<file path="src/rtl/control_pkg.sv">
// Control encodings shared by the decode stage and downstream pipeline stages,
// plus the ID/EX pipeline register layout.
package control_pkg;

  typedef enum logic [3:0] {
    ALU_ADD  = 4'd0,
    ALU_SUB  = 4'd1,
    ALU_SLL  = 4'd2,
    ALU_SLT  = 4'd3,
    ALU_SLTU = 4'd4,
    ALU_XOR  = 4'd5,
    ALU_SRL  = 4'd6,
    ALU_SRA  = 4'd7,
    ALU_OR   = 4'd8,
    ALU_AND  = 4'd9
  } alu_op_e;

  typedef enum logic [1:0] {
    ALU_A_RS1  = 2'd0,
    ALU_A_PC   = 2'd1,
    ALU_A_ZERO = 2'd2
  } alu_a_e;

  typedef enum logic {
    ALU_B_RS2 = 1'b0,
    ALU_B_IMM = 1'b1
  } alu_b_e;

  typedef enum logic [1:0] {
    COND_NEVER    = 2'd0,
    COND_ALWAYS   = 2'd1,
    COND_ZERO     = 2'd2,
    COND_NOT_ZERO = 2'd3
  } cond_e;

  typedef enum logic [1:0] {
    RD_SRC_ALU  = 2'd0,
    RD_SRC_PC_4 = 2'd1,
    RD_SRC_DMEM = 2'd2,
    RD_SRC_CSR  = 2'd3
  } rd_src_e;

  typedef enum logic [1:0] {
    WIDTH_BYTE = 2'd0,
    WIDTH_HALF = 2'd1,
    WIDTH_WORD = 2'd2
  } width_e;

  typedef enum logic [1:0] {
    CSR_NOP = 2'd0,
    CSR_RW  = 2'd1,
    CSR_RS  = 2'd2,
    CSR_RC  = 2'd3
  } csr_op_e;

  typedef enum logic {
    JUMP_BASE_PC  = 1'b0,
    JUMP_BASE_RS1 = 1'b1
  } jump_base_e;

  localparam logic [6:0] OPC_LOAD     = 7'b0000011;
  localparam logic [6:0] OPC_MISC_MEM = 7'b0001111;
  localparam logic [6:0] OPC_OP_IMM   = 7'b0010011;
  localparam logic [6:0] OPC_AUIPC    = 7'b0010111;
  localparam logic [6:0] OPC_STORE    = 7'b0100011;
  localparam logic [6:0] OPC_OP       = 7'b0110011;
  localparam logic [6:0] OPC_LUI      = 7'b0110111;
  localparam logic [6:0] OPC_BRANCH   = 7'b1100011;
  localparam logic [6:0] OPC_JALR     = 7'b1100111;
  localparam logic [6:0] OPC_JAL      = 7'b1101111;
  localparam logic [6:0] OPC_SYSTEM   = 7'b1110011;

  localparam logic [6:0] F7_BASE = 7'b0000000;
  localparam logic [6:0] F7_ALT  = 7'b0100000;

  localparam logic [31:0] INS_ECALL  = 32'h0000_0073;
  localparam logic [31:0] INS_EBREAK = 32'h0010_0073;
  localparam logic [31:0] INS_MRET   = 32'h3020_0073;

  typedef struct packed {
    logic [31:0] pc;
    logic [31:0] imm;
    logic [31:0] rs1_rdata;
    logic [31:0] rs2_rdata;
    logic [4:0]  rs1_addr;
    logic [4:0]  rs2_addr;
    logic [4:0]  rd_addr;
    alu_op_e     alu_op;
    alu_a_e      alu_a_src;
    alu_b_e      alu_b_src;
    width_e      dmem_width;
    logic        dmem_zero_ext;
    logic        dmem_read;
    logic        dmem_write;
    jump_base_e  jump_base_src;
    cond_e       jump_cond;
    logic        rd_wen;
    rd_src_e     rd_src;
    logic [11:0] csr_addr;
    csr_op_e     csr_op;
    logic        csr_src;
    logic        ins_misalign;
    logic        ins_illegal;
    logic        ecall;
    logic        ebreak;
    logic        trap_return;
  } id_ex_t;

  // alt selects SUB over ADD and SRA over SRL (instruction bit 30)
  function automatic alu_op_e alu_op_from_funct(input logic [2:0] funct3, input logic alt);
    alu_op_e op;
    case (funct3)
      3'b000:  op = alt ? ALU_SUB : ALU_ADD;
      3'b001:  op = ALU_SLL;
      3'b010:  op = ALU_SLT;
      3'b011:  op = ALU_SLTU;
      3'b100:  op = ALU_XOR;
      3'b101:  op = alt ? ALU_SRA : ALU_SRL;
      3'b110:  op = ALU_OR;
      default: op = ALU_AND;
    endcase
    return op;
  endfunction

endpackage

</file>
<file path="src/rtl/decode_stage_register_file.sv">
// 32x32 integer register file: two combinational read ports, one write port,
// x0 hardwired to zero, same-cycle write-through to the read ports.
module register_file (
  input  logic        clk,
  input  logic        wen,
  input  logic [4:0]  waddr,
  input  logic [31:0] wdata,
  input  logic [4:0]  raddr1,
  output logic [31:0] rdata1,
  input  logic [4:0]  raddr2,
  output logic [31:0] rdata2
);

  logic [31:0] regs [32];

  always_ff @(posedge clk) begin
    if (wen && (waddr != 5'd0)) begin
      regs[waddr] <= wdata;
    end
  end

  always_comb begin
    if (raddr1 == 5'd0) begin
      rdata1 = '0;
    end else if (wen && (waddr == raddr1)) begin
      rdata1 = wdata;
    end else begin
      rdata1 = regs[raddr1];
    end
  end

  always_comb begin
    if (raddr2 == 5'd0) begin
      rdata2 = '0;
    end else if (wen && (waddr == raddr2)) begin
      rdata2 = wdata;
    end else begin
      rdata2 = regs[raddr2];
    end
  end

endmodule

</file>
<file path="src/rtl/decode_stage.sv">
// RV32I decode stage: register file read, control decode, load-use hazard
// detection and the ID/EX pipeline register.
module decode_stage
  import control_pkg::*;
(
  input  logic        clk,
  input  logic        rst,
  input  logic        pipe_flush,
  input  logic [31:0] if_id__ins,
  input  logic [31:0] if_id__pc,
  input  logic        if_id__ins_misalign,
  input  logic        if_id__data_hazard,
  input  logic        wb_id__rd_wen,
  input  logic [4:0]  wb_id__rd_addr,
  input  logic [31:0] wb_id__rd_wdata,
  output logic [31:0] id_ex__pc,
  output logic [31:0] id_ex__imm,
  output logic [31:0] id_ex__rs1_rdata,
  output logic [31:0] id_ex__rs2_rdata,
  output logic [4:0]  id_ex__rs1_addr,
  output logic [4:0]  id_ex__rs2_addr,
  output logic [4:0]  id_ex__rd_addr,
  output logic [3:0]  id_ex__alu_op,
  output logic [1:0]  id_ex__alu_a_src,
  output logic        id_ex__alu_b_src,
  output logic [1:0]  id_ex__dmem_width,
  output logic        id_ex__dmem_zero_ext,
  output logic        id_ex__dmem_read,
  output logic        id_ex__dmem_write,
  output logic        id_ex__jump_base_src,
  output logic [1:0]  id_ex__jump_cond,
  output logic        id_ex__rd_wen,
  output logic [1:0]  id_ex__rd_src,
  output logic [11:0] id_ex__csr_addr,
  output logic [1:0]  id_ex__csr_op,
  output logic        id_ex__csr_src,
  output logic        id_ex__ins_misalign,
  output logic        id_ex__ins_illegal,
  output logic        id_ex__ecall,
  output logic        id_ex__ebreak,
  output logic        id_ex__trap_return,
  output logic        data_hazard
);

  logic [31:0] ins;
  logic [6:0]  opcode;
  logic [2:0]  funct3;
  logic [6:0]  funct7;
  logic [4:0]  rs1, rs2, rd;
  logic [31:0] imm_i, imm_s, imm_b, imm_u, imm_j, imm_z;
  logic [31:0] rs1_rdata, rs2_rdata;
  logic        legal, uses_rs1, uses_rs2;
  id_ex_t      dec;
  id_ex_t      id_ex_q;

  assign ins    = if_id__ins;
  assign opcode = ins[6:0];
  assign funct3 = ins[14:12];
  assign funct7 = ins[31:25];
  assign rs1    = ins[19:15];
  assign rs2    = ins[24:20];
  assign rd     = ins[11:7];

  assign imm_i = {{20{ins[31]}}, ins[31:20]};
  assign imm_s = {{20{ins[31]}}, ins[31:25], ins[11:7]};
  assign imm_b = {{19{ins[31]}}, ins[31], ins[7], ins[30:25], ins[11:8], 1'b0};
  assign imm_u = {ins[31:12], 12'b0};
  assign imm_j = {{11{ins[31]}}, ins[31], ins[19:12], ins[20], ins[30:21], 1'b0};
  assign imm_z = {27'b0, ins[19:15]};

  register_file u_register_file (
    .clk    (clk),
    .wen    (wb_id__rd_wen),
    .waddr  (wb_id__rd_addr),
    .wdata  (wb_id__rd_wdata),
    .raddr1 (rs1),
    .rdata1 (rs1_rdata),
    .raddr2 (rs2),
    .rdata2 (rs2_rdata)
  );

  always_comb begin
    dec           = '0;
    legal         = 1'b1;
    uses_rs1      = 1'b0;
    uses_rs2      = 1'b0;
    dec.pc        = if_id__pc;
    dec.rs1_addr  = rs1;
    dec.rs2_addr  = rs2;
    dec.rd_addr   = rd;
    dec.rs1_rdata = rs1_rdata;
    dec.rs2_rdata = rs2_rdata;
    dec.csr_addr  = ins[31:20];

    case (opcode)
      OPC_OP: begin
        uses_rs1      = 1'b1;
        uses_rs2      = 1'b1;
        legal         = (funct7 == F7_BASE) ||
                        ((funct7 == F7_ALT) && ((funct3 == 3'b000) || (funct3 == 3'b101)));
        dec.alu_op    = alu_op_from_funct(funct3, ins[30]);
        dec.alu_b_src = ALU_B_RS2;
        dec.rd_wen    = 1'b1;
      end
      OPC_OP_IMM: begin
        uses_rs1      = 1'b1;
        if (funct3 == 3'b001) begin
          legal = (funct7 == F7_BASE);
        end else if (funct3 == 3'b101) begin
          legal = (funct7 == F7_BASE) || (funct7 == F7_ALT);
        end
        dec.alu_op    = alu_op_from_funct(funct3, (funct3 == 3'b101) && ins[30]);
        dec.alu_b_src = ALU_B_IMM;
        dec.imm       = imm_i;
        dec.rd_wen    = 1'b1;
      end
      OPC_LUI: begin
        dec.alu_a_src = ALU_A_ZERO;
        dec.alu_b_src = ALU_B_IMM;
        dec.imm       = imm_u;
        dec.rd_wen    = 1'b1;
      end
      OPC_AUIPC: begin
        dec.alu_a_src = ALU_A_PC;
        dec.alu_b_src = ALU_B_IMM;
        dec.imm       = imm_u;
        dec.rd_wen    = 1'b1;
      end
      OPC_JAL: begin
        dec.imm           = imm_j;
        dec.jump_cond     = COND_ALWAYS;
        dec.jump_base_src = JUMP_BASE_PC;
        dec.rd_src        = RD_SRC_PC_4;
        dec.rd_wen        = 1'b1;
      end
      OPC_JALR: begin
        uses_rs1          = 1'b1;
        legal             = (funct3 == 3'b000);
        dec.imm           = imm_i;
        dec.jump_cond     = COND_ALWAYS;
        dec.jump_base_src = JUMP_BASE_RS1;
        dec.rd_src        = RD_SRC_PC_4;
        dec.rd_wen        = 1'b1;
      end
      OPC_BRANCH: begin
        uses_rs1      = 1'b1;
        uses_rs2      = 1'b1;
        legal         = (funct3[2:1] != 2'b01);
        dec.imm       = imm_b;
        dec.alu_b_src = ALU_B_RS2;
        // EQ/NE test the difference; LT/GE test the set-less-than result
        if (funct3[2] == 1'b0) begin
          dec.alu_op    = ALU_SUB;
          dec.jump_cond = funct3[0] ? COND_NOT_ZERO : COND_ZERO;
        end else begin
          dec.alu_op    = funct3[1] ? ALU_SLTU : ALU_SLT;
          dec.jump_cond = funct3[0] ? COND_ZERO : COND_NOT_ZERO;
        end
      end
      OPC_LOAD: begin
        uses_rs1          = 1'b1;
        legal             = (funct3 == 3'b000) || (funct3 == 3'b001) || (funct3 == 3'b010) ||
                            (funct3 == 3'b100) || (funct3 == 3'b101);
        dec.alu_b_src     = ALU_B_IMM;
        dec.imm           = imm_i;
        dec.dmem_read     = 1'b1;
        dec.dmem_zero_ext = funct3[2];
        dec.rd_src        = RD_SRC_DMEM;
        dec.rd_wen        = 1'b1;
        case (funct3[1:0])
          2'b00:   dec.dmem_width = WIDTH_BYTE;
          2'b01:   dec.dmem_width = WIDTH_HALF;
          default: dec.dmem_width = WIDTH_WORD;
        endcase
      end
      OPC_STORE: begin
        uses_rs1       = 1'b1;
        uses_rs2       = 1'b1;
        legal          = (funct3 == 3'b000) || (funct3 == 3'b001) || (funct3 == 3'b010);
        dec.alu_b_src  = ALU_B_IMM;
        dec.imm        = imm_s;
        dec.dmem_write = 1'b1;
        case (funct3[1:0])
          2'b00:   dec.dmem_width = WIDTH_BYTE;
          2'b01:   dec.dmem_width = WIDTH_HALF;
          default: dec.dmem_width = WIDTH_WORD;
        endcase
      end
      OPC_MISC_MEM: begin
        legal = (funct3 == 3'b000);
      end
      OPC_SYSTEM: begin
        case (funct3)
          3'b000: begin
            if (ins == INS_ECALL) begin
              dec.ecall = 1'b1;
            end else if (ins == INS_EBREAK) begin
              dec.ebreak = 1'b1;
            end else if (ins == INS_MRET) begin
              dec.trap_return = 1'b1;
            end else begin
              legal = 1'b0;
            end
          end
          3'b100: legal = 1'b0;
          default: begin
            // funct3[1:0] maps directly onto RW/RS/RC; funct3[2] picks zimm
            dec.csr_op  = csr_op_e'(funct3[1:0]);
            dec.csr_src = funct3[2];
            dec.rd_src  = RD_SRC_CSR;
            dec.rd_wen  = 1'b1;
            if (funct3[2]) begin
              dec.imm = imm_z;
            end else begin
              uses_rs1 = 1'b1;
            end
          end
        endcase
      end
      default: legal = 1'b0;
    endcase

    if (!legal || if_id__ins_misalign) begin
      dec.rd_wen      = 1'b0;
      dec.dmem_read   = 1'b0;
      dec.dmem_write  = 1'b0;
      dec.jump_cond   = COND_NEVER;
      dec.csr_op      = CSR_NOP;
      dec.ecall       = 1'b0;
      dec.ebreak      = 1'b0;
      dec.trap_return = 1'b0;
    end
    dec.ins_misalign = if_id__ins_misalign;
    dec.ins_illegal  = !legal && !if_id__ins_misalign;
    if (rd == 5'd0) begin
      dec.rd_wen = 1'b0;
    end
  end

  // A stalled instruction comes back flagged so the stall is never repeated
  assign data_hazard = id_ex_q.dmem_read && (id_ex_q.rd_addr != 5'd0) &&
                       ((uses_rs1 && (rs1 == id_ex_q.rd_addr)) ||
                        (uses_rs2 && (rs2 == id_ex_q.rd_addr))) &&
                       !if_id__data_hazard;

  always_ff @(posedge clk) begin
    if (rst || pipe_flush || data_hazard) begin
      id_ex_q <= '0;
    end else begin
      id_ex_q <= dec;
    end
  end

  assign id_ex__pc            = id_ex_q.pc;
  assign id_ex__imm           = id_ex_q.imm;
  assign id_ex__rs1_rdata     = id_ex_q.rs1_rdata;
  assign id_ex__rs2_rdata     = id_ex_q.rs2_rdata;
  assign id_ex__rs1_addr      = id_ex_q.rs1_addr;
  assign id_ex__rs2_addr      = id_ex_q.rs2_addr;
  assign id_ex__rd_addr       = id_ex_q.rd_addr;
  assign id_ex__alu_op        = id_ex_q.alu_op;
  assign id_ex__alu_a_src     = id_ex_q.alu_a_src;
  assign id_ex__alu_b_src     = id_ex_q.alu_b_src;
  assign id_ex__dmem_width    = id_ex_q.dmem_width;
  assign id_ex__dmem_zero_ext = id_ex_q.dmem_zero_ext;
  assign id_ex__dmem_read     = id_ex_q.dmem_read;
  assign id_ex__dmem_write    = id_ex_q.dmem_write;
  assign id_ex__jump_base_src = id_ex_q.jump_base_src;
  assign id_ex__jump_cond     = id_ex_q.jump_cond;
  assign id_ex__rd_wen        = id_ex_q.rd_wen;
  assign id_ex__rd_src        = id_ex_q.rd_src;
  assign id_ex__csr_addr      = id_ex_q.csr_addr;
  assign id_ex__csr_op        = id_ex_q.csr_op;
  assign id_ex__csr_src       = id_ex_q.csr_src;
  assign id_ex__ins_misalign  = id_ex_q.ins_misalign;
  assign id_ex__ins_illegal   = id_ex_q.ins_illegal;
  assign id_ex__ecall         = id_ex_q.ecall;
  assign id_ex__ebreak        = id_ex_q.ebreak;
  assign id_ex__trap_return   = id_ex_q.trap_return;

endmodule

</file>
<file path="config.mk">
export PLATFORM = sky130hd
export DESIGN_NAME = decode_stage
export DESIGN_NICKNAME = d
export VERILOG_FILES = /design/src/rtl/control_pkg.sv /design/src/rtl/decode_stage_register_file.sv /design/src/rtl/decode_stage.sv
export SDC_FILE = /design/constraint.sdc
export NUM_CORES = 2
export LEC_CHECK = 0
export CORE_UTILIZATION = 30
export DETAILED_ROUTE_END_ITERATION = 10
export SLEW_MARGIN = 20
export SYNTH_ARGS = -nofsm -noshare
export SYNTH_HDL_FRONTEND = slang
export SYNTH_SLANG_ARGS = --single-unit
</file>
<file path="constraint.sdc">
create_clock -name clk -period 3 [get_ports clk]
set_input_delay 0.45 -clock clk [delete_from_list [all_inputs] [get_ports clk]]
set_output_delay 0.45 -clock clk [all_outputs]
set_load 0.005 [all_outputs]
</file>
---- Word level (Yosys, flattened, before mapping) ----
Memories as Yosys holds them, arrays and structs flattened. A register that Yosys moved wholly into a read port is not among the register bits.
Index checks and enable logic that the tools add are counted.
storage, ports and cells
  logic and storage cells ................. 147
  flip-flop bits (word level) ............. 117
  output and inout bits ................... 182
  RAM bits ................................ 1024
  memories kept ........................... 1
memory list
  name                  words  width  read ports  clocked after Yosys merged registers in  write ports  RTL line                          source
  u_register_file.regs  32     32     2           2                                        1            decode_stage_register_file.sv:14  logic [31:0] regs [32];
cells by class
  equality and inequality tests ........... 25
  mux-type cells .......................... 40
  reductions and logical operators ........ 53
  bitwise operators ....................... 4
operator list
  operator                                                            number
  32-bit one-hot mux with 6 select lines                              1
  4-bit one-hot mux with 7 select lines                               2
  32-bit by 21-bit == test with 1-bit output (second input constant)  1
  32-bit by 30-bit == test with 1-bit output (second input constant)  1
  32-bit by 7-bit == test with 1-bit output (second input constant)   1
  32-bit two-way mux                                                  1
  7-bit by 6-bit == test with 1-bit output (second input constant)    4
  7-bit == test (second input constant)                               4
  1-bit two-way mux                                                   23
  2-bit OR reduction                                                  10
  5-bit zero test                                                     3
  5-bit OR reduction                                                  3
  7-bit by 5-bit == test with 1-bit output (second input constant)    2
  2-bit one-hot mux with 2 select lines                               3
  4-bit one-hot mux with 3 select lines                               1
  3-bit OR reduction                                                  4
  6-bit OR reduction                                                  2
  1-bit logical OR                                                    11
  5-bit == test                                                       2
  5-bit nonzero test                                                  2
  3-bit == test (second input constant)                               3
  1-bit logical AND                                                   9
  3-bit two-way mux                                                   3
  1-bit one-hot mux with 8 select lines                               1
  other kinds (16)                                                    25

---- Longest topological paths before layout ----
  word-level depth ........................ 10
  mapped depth ............................ 11
  gate-level depth less buffers ........... 6

---- Hierarchy ----
Synthesis repeated with hierarchy kept, for this count alone.
second synthesis, totals
  cells, all modules ...................... 3131
  area total of the unflattened synthesis .. 53762.8 um^2
by module, submodules not included
  module         times used  cells each  area each (um^2)
  register_file  1           2556        47853.4
  decode_stage   1           575         5909.4

---- Worst setup path after synthesis ----
No wires, ideal clock.
  kind .................................... input to register
  start point ............................. input wb_id__rd_addr[2]
  end point ............................... memory u_register_file.regs[28][0], enable pin
  path buffers ............................ 1
  data required time ...................... 2.579 ns
  slack ................................... -0.043 ns
  stages .................................. 5
  arrival ................................. 2.622 ns
  setup time .............................. 0.421 ns
  path through ............................ clkbuf_1 -> or3_1 -> o31a_1 -> nand2_1 -> nor2_1
between the ends
  cells in the longest elaborated chain, start to end .. 4
RTL lines
  element                                  RTL line                          source
  start: declaration                       decode_stage.sv:14                input logic [4:0] wb_id__rd_addr,
  5-bit nonzero test                       decode_stage_register_file.sv:17  if (wen && (waddr != 5'd0)) begin
  1-bit logical AND                        decode_stage_register_file.sv:17
  1-bit two-way mux                        decode_stage_register_file.sv:17
  1-bit two-way mux (not written as such)  decode_stage_register_file.sv:18  regs[waddr] <= wdata;
  end: declaration                         decode_stage_register_file.sv:14
Parallel ways exist; a longest one is shown, timed or not.

---- Worst setup path after layout ----
  start point ............................. register id_ex_q (netlist bit id_ex__rd_addr[1])
  end point ............................... register id_ex__rs1_rdata[18] (netlist name)
between the ends
  cells in the longest elaborated chain, start to end .. 7
  elaborated cells between the ends (all ways) .. 11
  classes of those cells .................. eq/ne: 2; reduce/logical: 9
RTL lines
  element                                RTL line                                  source
  start: declaration                     decode_stage.sv:54                        id_ex_t id_ex_q;
  start signal: assignment               decode_stage.sv:248                       id_ex_q <= '0;
  start signal: assignment               decode_stage.sv:250                       id_ex_q <= dec;
  5-bit == test (on tied branches)       decode_stage.sv:242, decode_stage.sv:243
  1-bit logical AND (on tied branches)   decode_stage.sv:242, decode_stage.sv:243
  1-bit logical OR                       decode_stage.sv:242                       ((uses_rs1 && (rs1 == id_ex_q.rd_addr)) ||
  1-bit logical AND *                    decode_stage.sv:241                       assign data_hazard = id_ex_q.dmem_read && (id_ex_q.rd_addr != 5'd0) &&
  1-bit logical AND *                    decode_stage.sv:243                       (uses_rs2 && (rs2 == id_ex_q.rd_addr))) &&
  1-bit logical OR *                     decode_stage.sv:247                       if (rst || pipe_flush || data_hazard) begin
  2-bit OR reduction (no source line) *  -
Every way passes the cells marked *; elsewhere a longest branch is shown, timed or not.
A chain may end at the register's enable or synchronous reset.

==> flow_metrics.env <==
export IMPL_final_util_pct=37.5
export IMPL_hold_end="id_ex__imm[22]"
export IMPL_die_area_mm2=0.181
export IMPL_hold_path_class="input port to flip-flop"
export IMPL_r2r_setup_slack_ps=320
export IMPL_htreeDepth=3
export IMPL_rsz0062_at_grt="false"
export IMPL_ys_seq_area_share_pct=63.8
export IMPL_crit_chain="or4_1, nor2_1, nor4b_2, buf_4, a311oi_4, buf_4, buf_12, o211ai_1, a21oi_1"
export IMPL_status="finished, final reports clean"
export IMPL_crit_type="flip-flop to flip-flop"
export IMPL_die_h_um=425
export IMPL_max_freq_mhz=373
export IMPL_synth_xor_area_share_pct=0.343
export IMPL_die_x_um=425
export IMPL_ys_async_sr_fraction_pct=0
export IMPL_synth_cell_area_mm2=0.0537
export IMPL_internal_power_uw=28400
export IMPL_root_buffer="clkbuf_16"
export IMPL_synth_compound_area_share_pct=7.92
export IMPL_final_hold_viol_count=0
export IMPL_critical_path_most_common_cell="buf_4"
export IMPL_portBuffers=288
export IMPL_drive_gt1_share_pct=21.7
export IMPL_start_kind="flip-flop"
export IMPL_cts_made_buffers=119
export IMPL_gp_congestion=0.895
export IMPL_nFillCells=16482
export IMPL_maxSlewViolCount=0
export IMPL_cts_tree="yes"
export IMPL_yosys_warnings=0
export IMPL_dp_hpwl_um=125000
export IMPL_grt_pass1_vias=36035
export IMPL_dp_cells=6115
export IMPL_ios=289
export IMPL_min_delay_start="if_id__ins[22]"
export IMPL_clock_latency_ps=780
export IMPL_cp_arrival_ps=3340
export IMPL_synth_mux_area_share_pct=20.2
export IMPL_reg2reg_from="id_ex__rd_addr[1]"
export IMPL_power_leakage_uw=0.0225
export IMPL_tns_ps=0
export IMPL_place_ws_ps=43.0
export IMPL_synth_ff_type="edfxtp_1"
export IMPL_start_util_pct=30.4
export IMPL_max_slew_margin_pct=31.4
export IMPL_antenna_found_initial=9
export IMPL_drc=0
export IMPL_p_clk_share_pct=40.8
export IMPL_rows=154
export IMPL_yosysUniqueCellTypes=68
export IMPL_coreArea_mm2=0.177
export IMPL_syn_to_final_growth_pct=23.4
export IMPL_drt_iter0_markers=4381
export IMPL_routedWlPerCell_um=31.5
export IMPL_required_ps=3660
export IMPL_cp_max_fo=34
export IMPL_reg2reg_depth=9
export IMPL_grt_remaining_overflow=0
export IMPL_cts_max_path_buffers=3
export IMPL_tightest_slew_ps=1030
export IMPL_fin_crit_sh_pct=89.5
export IMPL_yosys_area_share_simple_pct=5.34
export IMPL_switching_share_pct=23.9
export IMPL_synth_edf_count=1024
export IMPL_fin_crit_ps=2680
export IMPL_ir_drop_v=0.000495
export IMPL_cpMaxStageDelayCell="or4_1"
export IMPL_grt_max_degree=65
export IMPL_crit_path_max_incr_delay_ps=520
export IMPL_ant_nets=0
export IMPL_grt_usage_pct=21.6
export IMPL_p_total_uw=37400
export IMPL_path_clk_slew_ps=60
export IMPL_finalWirelength_um=200000
export IMPL_power_switching_uw=8920
export IMPL_seqPwrFrac_pct=49.7
export IMPL_syn_area_per_cell_um2=15.8
export IMPL_powerDensity_mw_per_mm2=564
export IMPL_final_cells=6346
export IMPL_fin_nets=4004
export IMPL_power_frac_comb_pct=9.5
export IMPL_synth_seq_cells=1200
export IMPL_synth_adder_area_share_pct=0
export IMPL_whs_path_depth=3
export IMPL_route_vias_total=36693
export IMPL_max_cap_violations=0
export IMPL_setup_slack_ps=316
export IMPL_finalSetupViolations=0
export IMPL_numClockSinks=1200
export IMPL_firstDrtPassIters=8
export IMPL_grt_pass1_wl_um=277000
export IMPL_endpoint_kind="flip-flop"
export IMPL_timing_rr_end="id_ex__rs1_rdata[18]"
export IMPL_synth_top_family_by_area="multiplexers"
export IMPL_finalClockSkew_ps=50.4
export IMPL_vias_per_cell=5.78
export IMPL_synthCells=3408
## through the flow
| step | hold slack [ps] | cell area, um2 |
|---|---|---|
| after floorplan | 549 | 53800 |
| after CTS | 53.2 | 66300 |
| after global placement | 794 | 62300 |
| after global routing | 99.0 | 66300 |
| after detailed placement | 800 | 62300 |
| final | 107 | 66300 |
## cells in the final DEF, fill, tap and decap left out, types with 38 or more instances in the layout
| cell | n |
|---|---|
| a211oi_1 | 48 |
| nand3_1 | 62 |
| dfxtp_1 | 172 |
| mux2i_1 | 441 |
| a21oi_1 | 143 |
| clkdlybuf4s50_1 | 277 |
| and2_1 | 57 |
| clkbuf_16 | 121 |
| a22oi_1 | 81 |
| o211ai_1 | 48 |
| nor2b_1 | 52 |
| o22ai_1 | 90 |
| buf_4 | 243 |
| a221oi_1 | 38 |
| edfxtp_1 | 1024 |
| nor2_1 | 94 |
| buf_12 | 88 |
| mux4_2 | 286 |
| nand2_1 | 147 |
## critical path: cells and delay by family, from the launching register on
family / cells / cell delay, ps
buf+inv: 3 / 710
flops: 1 / 370
compound gates: 3 / 760
simple gates: 3 / 710
## power by group through the flow
| stage | Combinational [uW] | Sequential, uW | Clock [uW] |
|---|---|---|---|
| after floorplan | 1770 | 18800 | 0 |
| after global placement | 3500 | 18900 | 0 |
| after detailed placement | 3510 | 18900 | 0 |
| after CTS | 3520 | 18600 | 15400 |
| after global routing | 3700 | 18600 | 16000 |
| final | 3550 | 18600 | 15200 |
## how the worst max path moves through the flow
| stage | slack (ps) | end | cells after the start | start |
|---|---|---|---|---|
| 2_1_floorplan | -40 | u_register_file.regs[28][0] | 5 | wb_id__rd_addr[2] |
| 4_1_cts | 20 | data_hazard | 5 | id_ex__rd_addr[0] |
| 6_report | 320 | id_ex__rs1_rdata[18] | 9 | id_ex__rd_addr[1] |
| 5_1_grt | 200 | id_ex__rs1_rdata[18] | 9 | id_ex__rd_addr[1] |
| 3_5_place_dp | 40 | id_ex__rs2_rdata[25] | 10 | if_id__ins[23] |
| 3_3_place_gp | 40 | id_ex__rs2_rdata[25] | 10 | if_id__ins[23] |
## kinds of logic (layout without fill, tap and decap cells)
| logic type | Yosys count | after routing |
|---|---|---|
| other | 1 | 35 |
| buffers and inverters | 284 | 848 |
| AND/OR/NAND/NOR | 565 | 565 |
| multiplexers | 728 | 728 |
| flip-flops | 1200 | 1200 |
| AO/OA/AOI/OAI | 609 | 609 |
| XOR/XNOR | 21 | 21 |
## per-layer routing
layer	routed length (um)	vias to the layer above	share of wire, %	GRT usage [%]
met2	95900	2357	48	36.0
met4	9140	6	4.6	8.97
met3	18800	447	9.4	4.10
met5	40	-	0.020	0
met1	75800	19061	38	27.4
li1	-	14822	-	-
## flip-flops by register name, summed over array words and instances (netlist names), 4 cells and up
register,cells
id_ex__rs1_rdata,32
id_ex__rs2_rdata,32
id_ex__imm,32
id_ex__rs1_addr,5
id_ex__rs2_addr,4
u_register_file.regs,1024
id_ex__csr_addr,8
id_ex__rd_addr,5
id_ex__pc,32
id_ex__alu_op,4
## final cells by class
type	instances	area, um2	share of cell area [%]
clock buffers	153	3170	4.78
repair buffers	616	6450	9.73
multi-input cells	1955	18700	28.1
diodes	3	7.51	0.0113
flip-flops and latches	1200	34300	51.7
well taps	2340	2930	4.42
inverters	5	18.8	0.0283
clock inverters	74	776	1.17
## synth_stat cells, types with 16 or more instances
master,n,area share [%]
a2111oi_0,16,0.26
a211oi_1,48,0.67
a21o_1,19,0.27
a21oi_1,143,1.3
a221oi_1,38,0.62
a22o_1,28,0.46
a22oi_1,81,1.1
and2_1,58,0.68
buf_1,27,0.19
buf_2,89,0.83
buf_4,21,0.29
clkbuf_1,142,0.99
dfxtp_1,176,6.6
edfxtp_1,1024,57
mux2i_1,441,8.2
mux4_2,286,12
nand2_1,149,1.0
nand3_1,62,0.58
nor2_1,127,0.89
nor2b_1,55,0.64
nor3_1,28,0.26
o211ai_1,48,0.67
o21ai_0,22,0.21
o221ai_1,32,0.52
o22ai_1,90,1.0
## repair_timing
| item | in CTS | in global routing |
|---|---|---|
| setup endpoints to repair | 1 | 1 |
| hold buffers | 1 | 0 |
| hold endpoints to repair | 1 | 0 |
| resized for setup | 3 | 3 |
| setup buffers | 0 | 0 |
(Power assumes the default switching activity.)
